**config.mk**
```make
export PLATFORM = sky130hd
export DESIGN_NAME = wsg_audio_post
export DESIGN_NICKNAME = d
export VERILOG_FILES = /design/src/rtl/wsg_audio_post.sv
export SDC_FILE = /design/constraint.sdc
export NUM_CORES = 1
export LEC_CHECK = 0
export BUFFER_PORTS_ARGS = -buffer_cell sky130_fd_sc_hd__buf_2
export CORE_AREA = 2 2 146 148
export DETAILED_ROUTE_END_ITERATION = 16
export DIE_AREA = 0 0 148 150
export PLACE_DENSITY = 0.64
export SYNTH_ARGS = -nofsm -noshare
export SYNTH_HDL_FRONTEND = slang
export SYNTH_SLANG_ARGS = --single-unit
export TNS_END_PERCENT = 20
```
**constraint.sdc**
```tcl
create_clock -name CLK24M -period 5.79 [get_ports CLK24M]
set_input_delay 0 -clock CLK24M [delete_from_list [all_inputs] [get_ports CLK24M]]
set_output_delay 0 -clock CLK24M [all_outputs]
set_load 0.02 [all_outputs]
```
**src/rtl/wsg_audio_post.sv**
```systemverilog
// Post-processor for the wave sound generator mix: resample, DC block, lowpass,
// power-of-two gain with saturation, 16-bit signed output with a valid strobe.
module wsg_audio_post #(
    parameter int unsigned DIV      = 1024,
    parameter int unsigned DC_SHIFT = 10,
    parameter int unsigned LP_SHIFT = 2
) (
    input  logic               CLK24M,
    input  logic               RESET_N,
    input  logic [7:0]         SIN,
    input  logic               MUTE,
    input  logic [1:0]         VOL,
    output logic signed [15:0] AOUT,
    output logic               AVALID
);

    localparam int unsigned CNT_W = 16;
    localparam int unsigned XW    = 16;
    localparam int unsigned DCW   = 20;
    localparam int unsigned LDW   = 21;
    localparam int unsigned SW    = 22;
    localparam int unsigned GW    = 23;

    localparam logic signed [SW-1:0] DC_MAX = 22'sd524287;
    localparam logic signed [SW-1:0] DC_MIN = -22'sd524288;
    localparam logic signed [GW-1:0] G_MAX  = 23'sd32767;
    localparam logic signed [GW-1:0] G_MIN  = -23'sd32768;

    typedef enum logic [2:0] {
        ST_IDLE = 3'd0,
        ST_DC   = 3'd1,
        ST_LPF  = 3'd2,
        ST_GAIN = 3'd3,
        ST_OUT  = 3'd4
    } state_t;

    state_t state, state_nx_c;

    logic [CNT_W-1:0]   cnt;
    logic               tick_c;
    logic               cap_en_c, dc_en_c, lp_en_c, gain_en_c, out_en_c;

    logic signed [XW-1:0]  x, x_prev, x_cap_c;
    logic signed [DCW-1:0] dc_y, dc_sat_c;
    logic signed [SW-1:0]  dc_sum_c;
    logic signed [DCW-1:0] lp, lp_nx_c;
    logic signed [LDW-1:0] lp_diff_c;
    logic signed [GW-1:0]  gain_c;
    logic signed [XW-1:0]  g, g_sat_c;

    // Sample-period divider
    assign tick_c = (cnt == CNT_W'(DIV - 1));

    always_ff @(posedge CLK24M or negedge RESET_N) begin
        if (!RESET_N)    cnt <= '0;
        else if (tick_c) cnt <= '0;
        else             cnt <= cnt + CNT_W'(1);
    end

    always_ff @(posedge CLK24M or negedge RESET_N) begin
        if (!RESET_N) state <= ST_IDLE;
        else          state <= state_nx_c;
    end

    always_comb begin
        state_nx_c = state;
        case (state)
            ST_IDLE: if (tick_c) state_nx_c = ST_DC;
            ST_DC:   state_nx_c = ST_LPF;
            ST_LPF:  state_nx_c = ST_GAIN;
            ST_GAIN: state_nx_c = ST_OUT;
            ST_OUT:  state_nx_c = ST_IDLE;
            default: state_nx_c = ST_IDLE;
        endcase
    end

    // One datapath step enabled per state
    always_comb begin
        cap_en_c  = 1'b0;
        dc_en_c   = 1'b0;
        lp_en_c   = 1'b0;
        gain_en_c = 1'b0;
        out_en_c  = 1'b0;
        case (state)
            ST_IDLE: cap_en_c  = tick_c;
            ST_DC:   dc_en_c   = 1'b1;
            ST_LPF:  lp_en_c   = 1'b1;
            ST_GAIN: gain_en_c = 1'b1;
            ST_OUT:  out_en_c  = 1'b1;
            default: ;
        endcase
    end

    // Offset-binary to signed, scaled to full 16-bit range
    assign x_cap_c = {~SIN[7], SIN[6:0], 8'h00};

    always_comb begin
        dc_sum_c = SW'(x) - SW'(x_prev) + SW'(dc_y) - SW'(dc_y >>> DC_SHIFT);
        if (dc_sum_c > DC_MAX)      dc_sat_c = DCW'(DC_MAX);
        else if (dc_sum_c < DC_MIN) dc_sat_c = DCW'(DC_MIN);
        else                        dc_sat_c = DCW'(dc_sum_c);
    end

    // Convex update: the truncated sum always lands inside the 20-bit range
    always_comb begin
        lp_diff_c = LDW'(dc_y) - LDW'(lp);
        lp_nx_c   = lp + DCW'(lp_diff_c >>> LP_SHIFT);
    end

    always_comb begin
        gain_c = GW'(lp) <<< VOL;
        if (gain_c > G_MAX)      g_sat_c = XW'(G_MAX);
        else if (gain_c < G_MIN) g_sat_c = XW'(G_MIN);
        else                     g_sat_c = XW'(gain_c);
    end

    always_ff @(posedge CLK24M or negedge RESET_N) begin
        if (!RESET_N) begin
            x      <= '0;
            x_prev <= '0;
            dc_y   <= '0;
            lp     <= '0;
            g      <= '0;
            AOUT   <= '0;
            AVALID <= 1'b0;
        end else begin
            AVALID <= out_en_c;
            if (cap_en_c) x <= x_cap_c;
            if (dc_en_c) begin
                dc_y   <= dc_sat_c;
                x_prev <= x;
            end
            if (lp_en_c)   lp <= lp_nx_c;
            if (gain_en_c) g  <= g_sat_c;
            if (out_en_c)  AOUT <= MUTE ? '0 : g;
        end
    end

endmodule

```
-- After elaboration in Yosys (flattened, before gate mapping)
Index checks and enable logic that the tools add are counted.
- word-level logic and storage cells: 41
- register bits after elaboration: 108
- input port bits: 13
- output and inout port bits: 17
- muxes and demuxes: 13
- eq/ne operators: 6
- shifts and indexed selects: 1
- bitwise gates (word level): 1
- add/sub/neg operators: 6
- order comparisons: 4
- reduce and logical (&&, ||, !) cells: 1
- operators with widths (cell ; count):
    16-bit two-way mux ; 4
    20-bit two-way mux ; 2
    23-bit by 16-bit greater-than comparator with 1-bit output, second input constant ; 1
    23-bit by 16-bit less-than comparator with 1-bit output, second input constant ; 1
    20-bit by 2-bit <<< shifter with 23-bit output ; 1
    22-bit by 20-bit greater-than comparator with 1-bit output, second input constant ; 1
    22-bit by 20-bit less-than comparator with 1-bit output, second input constant ; 1
    21-bit by 10-bit subtractor with 22-bit output ; 1
    17-bit by 20-bit adder with 21-bit output ; 1
    20-bit by 20-bit subtractor with 21-bit output ; 1
    20-bit by 19-bit adder with 20-bit output ; 1
    16-bit by 16-bit subtractor with 17-bit output ; 1
    16-bit by 1-bit adder with 16-bit output, second input constant ; 1
    16-bit by 10-bit equality test with 1-bit output, second input constant ; 1
    3-bit case mux with 4 select lines ; 1
    3-bit by 2-bit equality test with 1-bit output, second input constant ; 2
    1-bit two-way mux ; 5
    3-bit by 1-bit equality test with 1-bit output, second input constant ; 1
    3-bit equality test, second input constant ; 1
    3-bit logical NOT ; 1
    3-bit two-way mux ; 1
    2-bit inequality test, second input constant ; 1
    1-bit NOT ; 1

-- Logic depth before layout (Yosys ltp)
Gate-level depths: netlist of the first run.
- word-level depth: 6
- depth in mapped cells: 19
- depth with buffers taken out: 19

-- Worst setup path before layout of the first run
Ideal clock, no wire load.
- kind: reg2reg
- start point: register lp[2]
- end point: register lp[19]
- data arrival time: 3.887 ns
- period minus slack after synthesis: 4.012 ns
- setup slack: 1.778 ns
- data required time: 5.665 ns
- cell stages (with the launch flop): 20
- library setup time: 0.125 ns
- path buffers: 0
- path through: dfrtp_1 -> inv_1 -> ha_1 -> a21o_1 -> a31o_2 -> a41o_1 -> o21a_1 -> o21a_1 -> o21a_1 -> nor2_1 -> xnor2_1 -> ha_1 -> and3_1 -> o21ai_0 -> a31o_2 -> a211o_1 -> a311oi_1 -> o2111ai_1 -> a21boi_0 -> xnor2_1
- longest elaborated chain between the ends: 2
- RTL lines (what ; line ; RTL):
    start, declared ; 46 ; logic signed [DCW-1:0] lp, lp_nx_c;
    start signal, assigned ; 133 ; if (lp_en_c) lp <= lp_nx_c;
    20-bit by 20-bit subtractor with 21-bit output ; 106 ; lp_diff_c = LDW'(dc_y) - LDW'(lp);
    20-bit by 19-bit adder with 20-bit output (*) ; 107 ; lp_nx_c = lp + DCW'(lp_diff_c >>> LP_SHIFT);
Mark *: on every way between the ends. The rest lies on a longest branch, timed or not.
A chain may end at the register's enable or synchronous reset.

-- Final worst setup path of the first run
- start point: register lp[2]
- end point: register lp[16]
Same word-level chain as after synthesis.

==> flow_summary.json, run 1 <==
{
  "hp-start": "MUTE",
  "die_w_um": 148,
  "die_y_um": 150,
  "synth_area_um2": 7920,
  "setup_viol": 0,
  "clock_latency_ns": 0.36,
  "reg2reg_to": "lp[16]",
  "cp-start-kind": "flop",
  "cts.sinks": 108,
  "slew_violations": 0,
  "path_cells": "inv_1 -> ha_1 -> a21o_1 -> a31o_2 -> a41o_1 -> o21a_1 -> o21a_1 -> o21a_1 -> nor2_1 -> xnor2_1 -> ha_1 -> and3_1 -> a31oi_1 -> o21ai_0 -> a41oi_1 -> o21ai_0 -> and2_1 -> o311ai_0 -> o221ai_1",
  "rows": 53,
  "hpwl_um": 12400,
  "synth_edf_count": 0,
  "cts_made_buffers": 9,
  "vias_per_cell": 5.09,
  "synth_area_per_cell_um2": 9.34,
  "area_growth_pct": 10.1,
  "clk_pin_slew_ns": 0.09,
  "hp-class": "input pin to flop",
  "met3_usage_pct": 2.20,
  "drive_gt1_share_pct": 8.21,
  "final_cell_mix": "dfrtp_1, nand2_1, inv_1",
  "yosys.area.top_type": "dfrtp_1",
  "synth_top_area_share_pct": 34.1,
  "dp_cells": 1127,
  "clkPwrFrac_pct": 42.6,
  "yosysSeqAreaShare_pct": 34.1,
  "routedWlPerCell_um": 13.9,
  "yosys-top-cells-area": "dfrtp_1, ha_1, fa_1, nand2_1, inv_1",
  "grt_usage_pct": 15.2,
  "htree_levels": 3,
  "initial_core_util_pct": 38.3,
  "async_reset_ff_share_pct": 100,
  "fin_crit_ns": 4.46,
  "synth_ff_type": "dfrtp_1",
  "grt_most_used_layer": "met2",
  "finalClockSkew_ns": 0.0175,
  "hold_viol_final": 0,
  "slowest_stage": "dfrtp_1",
  "outcome": "finished, final reports clean",
  "netlist_instances": 848,
  "min_to": "AOUT[9]",
  "p_int_mw": 1.11,
  "synth_warnings": 0,
  "maxCapViolations": 0,
  "wl_um": 16000,
  "antenna_found_initial": 0,
  "netSwitchingPower_mw": 0.389,
  "end_kind": "flop",
  "slew_headroom_pct": 39.3,
  "gr-total-overflow": 0,
  "setup_tns_ns": 0,
  "p_comb_share_pct": 7.0,
  "post_cts_buffers": 0,
  "crit_path_max_fanout": 6,
  "fin_crit_sh_pct": 77.1,
  "gp_congestion": 0.849,
  "drtAntennaViolNets": 0,
  "crit_type": "flop to flop",
  "synth_seq_cells": 108,
  "port_buffers": 29,
  "slowest_delay_ns": 0.43,
  "layout_commonest_cell": "dfrtp_1",
  "power_frac_seq_pct": 50.5,
  "met2_usage_pct": 26.0,
  "drcViolationCount": 0,
  "num_vias": 5865,
  "dr.first_iter.drc_count": 285,
  "ios": 30,
  "fmax_mhz": 224,
  "ys_types": 69,
  "swShare_pct": 25.9,
  "syn-num-nets": 954,
  "r2r_setup_slack_ns": 1.33,
  "instances_no_fill": 1152,
  "dr.pass1.iters": 4,
  "clockBufferDepth": 2,
  "r2r_cells": 19,
  "nets": 978,
  "grtUsageMet1_pct": 20.5,
  "cts_tree": "yes",
  "grt_pass1_vias": 5594,
  "powerDensity_nw_per_um2": 172,
  "peakVddDrop_mv": 0.136,
  "core_um2": 20700,
  "whs_path_depth": 3,
  "grt_max_degree": 62,
  "p_leak_nw": 4.17,
  "cts-root-buf": "clkbuf_16",
  "die_area_um2": 22200,
  "diodes": 0,
  "required_ns": 6.00,
  "tightest_slew_ns": 0.909,
  "rsz0062_at_grt": "no",
  "crit_arrival_ns": 4.67,
  "r2r_start": "lp[2]",
  "crit_path_frequent_cell": "o21a_1",
  "grt_pass1_wl_um": 27600
}
[state kept, by name, summed over array words and instances (netlist names)]
name	count
AOUT	16
AVALID	1
cnt	16
dc_y	20
g	16
lp	20
state	3
x	8
x_prev	8
[kinds of logic after synthesis]
family          after synthesis  synth area share (%)
xor+xnor                     58                  6.41
flops                       108                  34.1
fa+ha+maj                    93                  16.9
mux                          30                  4.23
simple gates                222                  13.1
buf+inv                     120                  5.94
compound gates              217                  19.3
[worst max path at each step]
stage	depth (start not counted)	startpoint	endpoint	slack [ns]
after floorplan	19	lp[2]	lp[19]	1.78
after global placement	12	dc_y[19]	dc_y[17]	1.44
after CTS	19	lp[2]	lp[16]	1.32
final	19	lp[2]	lp[16]	1.33
after global routing	12	dc_y[19]	dc_y[5]	0.95
after detailed placement	19	lp[2]	lp[16]	1.33
[cell usage after synthesis, types with 7 or more instances]
cell type,number
a21o_1,15
a21oi_1,39
a221o_1,19
and3_1,8
clkbuf_1,24
dfrtp_1,108
fa_1,23
ha_1,70
inv_1,90
mux2_2,8
mux2i_1,20
nand2_1,91
nand2b_1,24
nand3_1,14
nor2_1,47
nor3_1,10
o21a_1,10
o21ai_0,61
o21bai_1,7
o31ai_1,19
xnor2_1,37
xor2_1,21
[power groups by stage]
| stage | combinational [mW] | sequential [mW] | clock [mW] |
|---|---|---|---|
| floorplan | 0.0685 | 0.772 | 0 |
| global placement | 0.102 | 0.772 | 0 |
| detailed placement | 0.102 | 0.772 | 0 |
| CTS | 0.107 | 0.757 | 0.659 |
| global route | 0.120 | 0.757 | 0.683 |
| finish | 0.104 | 0.757 | 0.639 |
[final cells by class]
cell class	instances	area [µm²]
fill	2019	12000
multi-input combinational	620	4750
sequential	108	2700
tap	275	344
inverter	90	338
timing repair buffer	43	275
clock buffer	9	225
clock inverter	7	91.3
[layer usage]
| metal | vias to the layer above | share of wire [%] |
|---|---|---|
| li1 | 3001 | - |
| met1 | 2778 | 49 |
| met2 | 73 | 48 |
| met3 | 13 | 2.4 |
| met4 | 0 | 1.1 |
| met5 | - | 0 |
[timing repair]
item / 4_1_cts / 5_1_grt
resized for setup: 0 / 0
hold buffers: 9 / 0
hold endpoints to repair: 55 / 0
[metrics by stage]
| stage | util, % | setup slack [ns] | instance area (µm²) | hold slack (ns) | power (mW) |
|---|---|---|---|---|---|
| after floorplan | - | 1.78 | 7920 | -0.296 | 0.841 |
| after global placement | 40.2 | 1.44 | 8320 | 0.0529 | 0.874 |
| after detailed placement | 40.2 | 1.33 | 8320 | 0.0548 | 0.874 |
| after CTS | 42.2 | 1.32 | 8720 | 0.0713 | 1.52 |
| after global routing | 42.2 | 0.949 | 8720 | 0.0997 | 1.56 |
| final | 42.2 | 1.33 | 8720 | 0.0747 | 1.50 |
[worst max-delay path, delay by kind of cell, from the launching register on]
kind	cells	cell delay, ns
XOR/XNOR	1	0.13
adder cells (fa/ha/maj)	2	0.61
flip-flops	1	0.43
AO/OA/AOI/OAI	12	2.58
AND/OR/NAND/NOR	3	0.49
buffers and inverters	1	0.08
Note: power is estimated with default switching activity, not from simulation.
==> inputs of run 2 (changes only) <==
Clock period 5.79 ns to 4.2 ns, I/O delays scaled along.
==> run 2 against run 1 <==
  * Setup slack worse by 1.2 ns
  * Sequential power is 37% higher
  * Wire length grew 5.8%
  * Fmax grew 11%
  * Register-to-register slack worse by 1.2 ns
  * Final cell count rose by 2.4%
  * First-iteration DRC count rose by 24%
  * Critical path type unchanged
  * Critical endpoint is now dc_y[5]
==> flow_summary.json, run 2 (synthesis gave the netlist of run 1 again) <==
{
  "outcome": "finished, final reports clean",
  "rows": 53,
  "tightest_slew_ns": 0.932,
  "dr.pass1.iters": 5,
  "drive_gt1_share_pct": 12.5,
  "grt_most_used_layer": "met2",
  "reg2reg_to": "dc_y[5]",
  "crit_arrival_ns": 4.27,
  "ios": 30,
  "layout_commonest_cell": "dfrtp_1",
  "r2r_setup_slack_ns": 0.17,
  "finalClockSkew_ns": 0.0150,
  "wl_um": 17000,
  "gp_congestion": 0.881,
  "setup_viol": 0,
  "clock_latency_ns": 0.37,
  "slowest_stage": "fa_1",
  "htree_levels": 3,
  "cts_made_buffers": 9,
  "maxCapViolations": 0,
  "vias_per_cell": 5.13,
  "grt_usage_pct": 16.1,
  "powerDensity_nw_per_um2": 229,
  "core_um2": 20700,
  "nFillCells": 2060,
  "final_cell_mix": "dfrtp_1, nand2_1, inv_1",
  "end_kind": "flop",
  "cts.sinks": 108,
  "routedWlPerCell_um": 14.4,
  "cp-start-kind": "flop",
  "crit_type": "flop to flop",
  "initial_core_util_pct": 38.3,
  "dr.first_iter.drc_count": 354,
  "die_w_um": 148,
  "die_area_um2": 22200,
  "hpwl_um": 12900,
  "peakVddDrop_mv": 0.214,
  "r2r_start": "x[8]",
  "drtAntennaViolNets": 0,
  "r2r_cells": 14,
  "fmax_mhz": 248,
  "clockBufferDepth": 2,
  "final_area_um2": 9020,
  "area_growth_pct": 14.0,
  "met2_usage_pct": 27.8,
  "port_buffers": 29,
  "nets": 1006,
  "slew_headroom_pct": 37.7,
  "slew_violations": 0,
  "num_vias": 6058,
  "critPathLaunch": "x[8]",
  "cts_tree": "yes",
  "required_ns": 4.44,
  "drcViolationCount": 0,
  "place_area_um2": 8510,
  "top_regs": "dc_y (20), lp (20)",
  "cts-root-buf": "clkbuf_16",
  "path_cells": "inv_1 -> fa_1 -> inv_1 -> fa_1 -> ha_1 -> a2111oi_4 -> o21ai_0 -> a41oi_2 -> o21ai_0 -> a31o_2 -> xnor2_1 -> a31o_1 -> buf_12 -> a221o_1",
  "grt_max_degree": 73,
  "grtUsageMet1_pct": 21.0,
  "final_core_util_pct": 43.6,
  "fin_crit_sh_pct": 96.0,
  "die_y_um": 150,
  "clk_pin_slew_ns": 0.09,
  "hp-class": "input pin to flop",
  "antenna_found_initial": 0,
  "gr-total-overflow": 0,
  "endpoint": "dc_y[5]",
  "met3_usage_pct": 3.05,
  "slowest_delay_ns": 0.53,
  "grt_pass1_wl_um": 28700,
  "hold_viol_final": 0,
  "fin_crit_ns": 4.03,
  "grt_pass1_vias": 5924,
  "diodes": 0,
  "crit_path_max_fanout": 19,
  "p_leak_nw": 4.31,
  "whs_path_depth": 3
}
run 2: changes by cell type in the layout (fill, tap and decap cells not counted), sizes merged:
cell	before	now
inv	93	92
clkinvlp	0	1
buf	34	62
run 2: worst max-delay path, delay by kind of cell, from the launching register on:
family / cells / cell delay [ns]
adders and majority gates: 3 / 1.25
DFF: 1 / 0.35
xor gates and xnor gates: 1 / 0.13
AOI/OAI and AO/OA: 7 / 1.87
buffers and inverters: 3 / 0.30
run 2: where the power goes:
group | switching [mW] | internal, mW
Clock | 0.449 | 0.424
Sequential | 0.00149 | 1.04
Combinational | 0.0848 | 0.0633
Total | 0.535 | 1.53
run 2: through the flow:
stage | total power [mW] | setup TNS [ns] | setup WS (ns) | std cells | hold slack, ns
2_1_floorplan | 1.16 | 0 | 0.188 | 848 | -0.296
3_5_place_dp | 1.21 | 0 | 0.0338 | 1150 | 0.191
5_1_grt | 2.15 | -0.0159 | -0.0159 | 1180 | 0.0671
6_report | 2.06 | 0 | 0.168 | 1180 | 0.0477
3_3_place_gp | 1.21 | 0 | 0.0984 | 1150 | 0.197
4_1_cts | 2.09 | 0 | 0.0183 | 1175 | 0.0516
run 2: cell type report:
| type | count | area (µm²) | area share (%) |
|---|---|---|---|
| Clock buffer | 9 | 225 | 2.50 |
| Clock inverter | 7 | 80.1 | 0.887 |
| Inverter | 90 | 338 | 3.74 |
| Multi-Input combinational cell | 620 | 4820 | 53.4 |
| Sequential cell | 108 | 2700 | 30.0 |
| Tap cell | 275 | 344 | 3.81 |
| Timing Repair Buffer | 71 | 510 | 5.66 |
run 2: layer usage:
metal / wire length (µm) / vias to the layer above / part of all wire [%]
met2: 8230 / 87 / 49
met3: 489 / 19 / 2.9
met1: 7970 / 2900 / 47
met5: 0 / - / 0
li1: - / 3052 / -
met4: 273 / 0 / 1.6
run 2: how the worst min path moves through the flow:
stage	from	to	slack [ns]
2_1_floorplan	RESET_N	AOUT[0]	-0.30
3_3_place_gp	RESET_N	AOUT[9]	0.20
3_5_place_dp	RESET_N	AOUT[7]	0.19
4_1_cts	MUTE	AOUT[10]	0.05
5_1_grt	MUTE	AOUT[10]	0.07
6_report	MUTE	AOUT[5]	0.05
run 2: timing repair:
action	4_1_cts	5_1_grt
resized for setup	0	18
hold buffers	9	0
hold endpoints to repair	79	0
endpoints found under the setup margin	0	25
buffers inserted	0	5
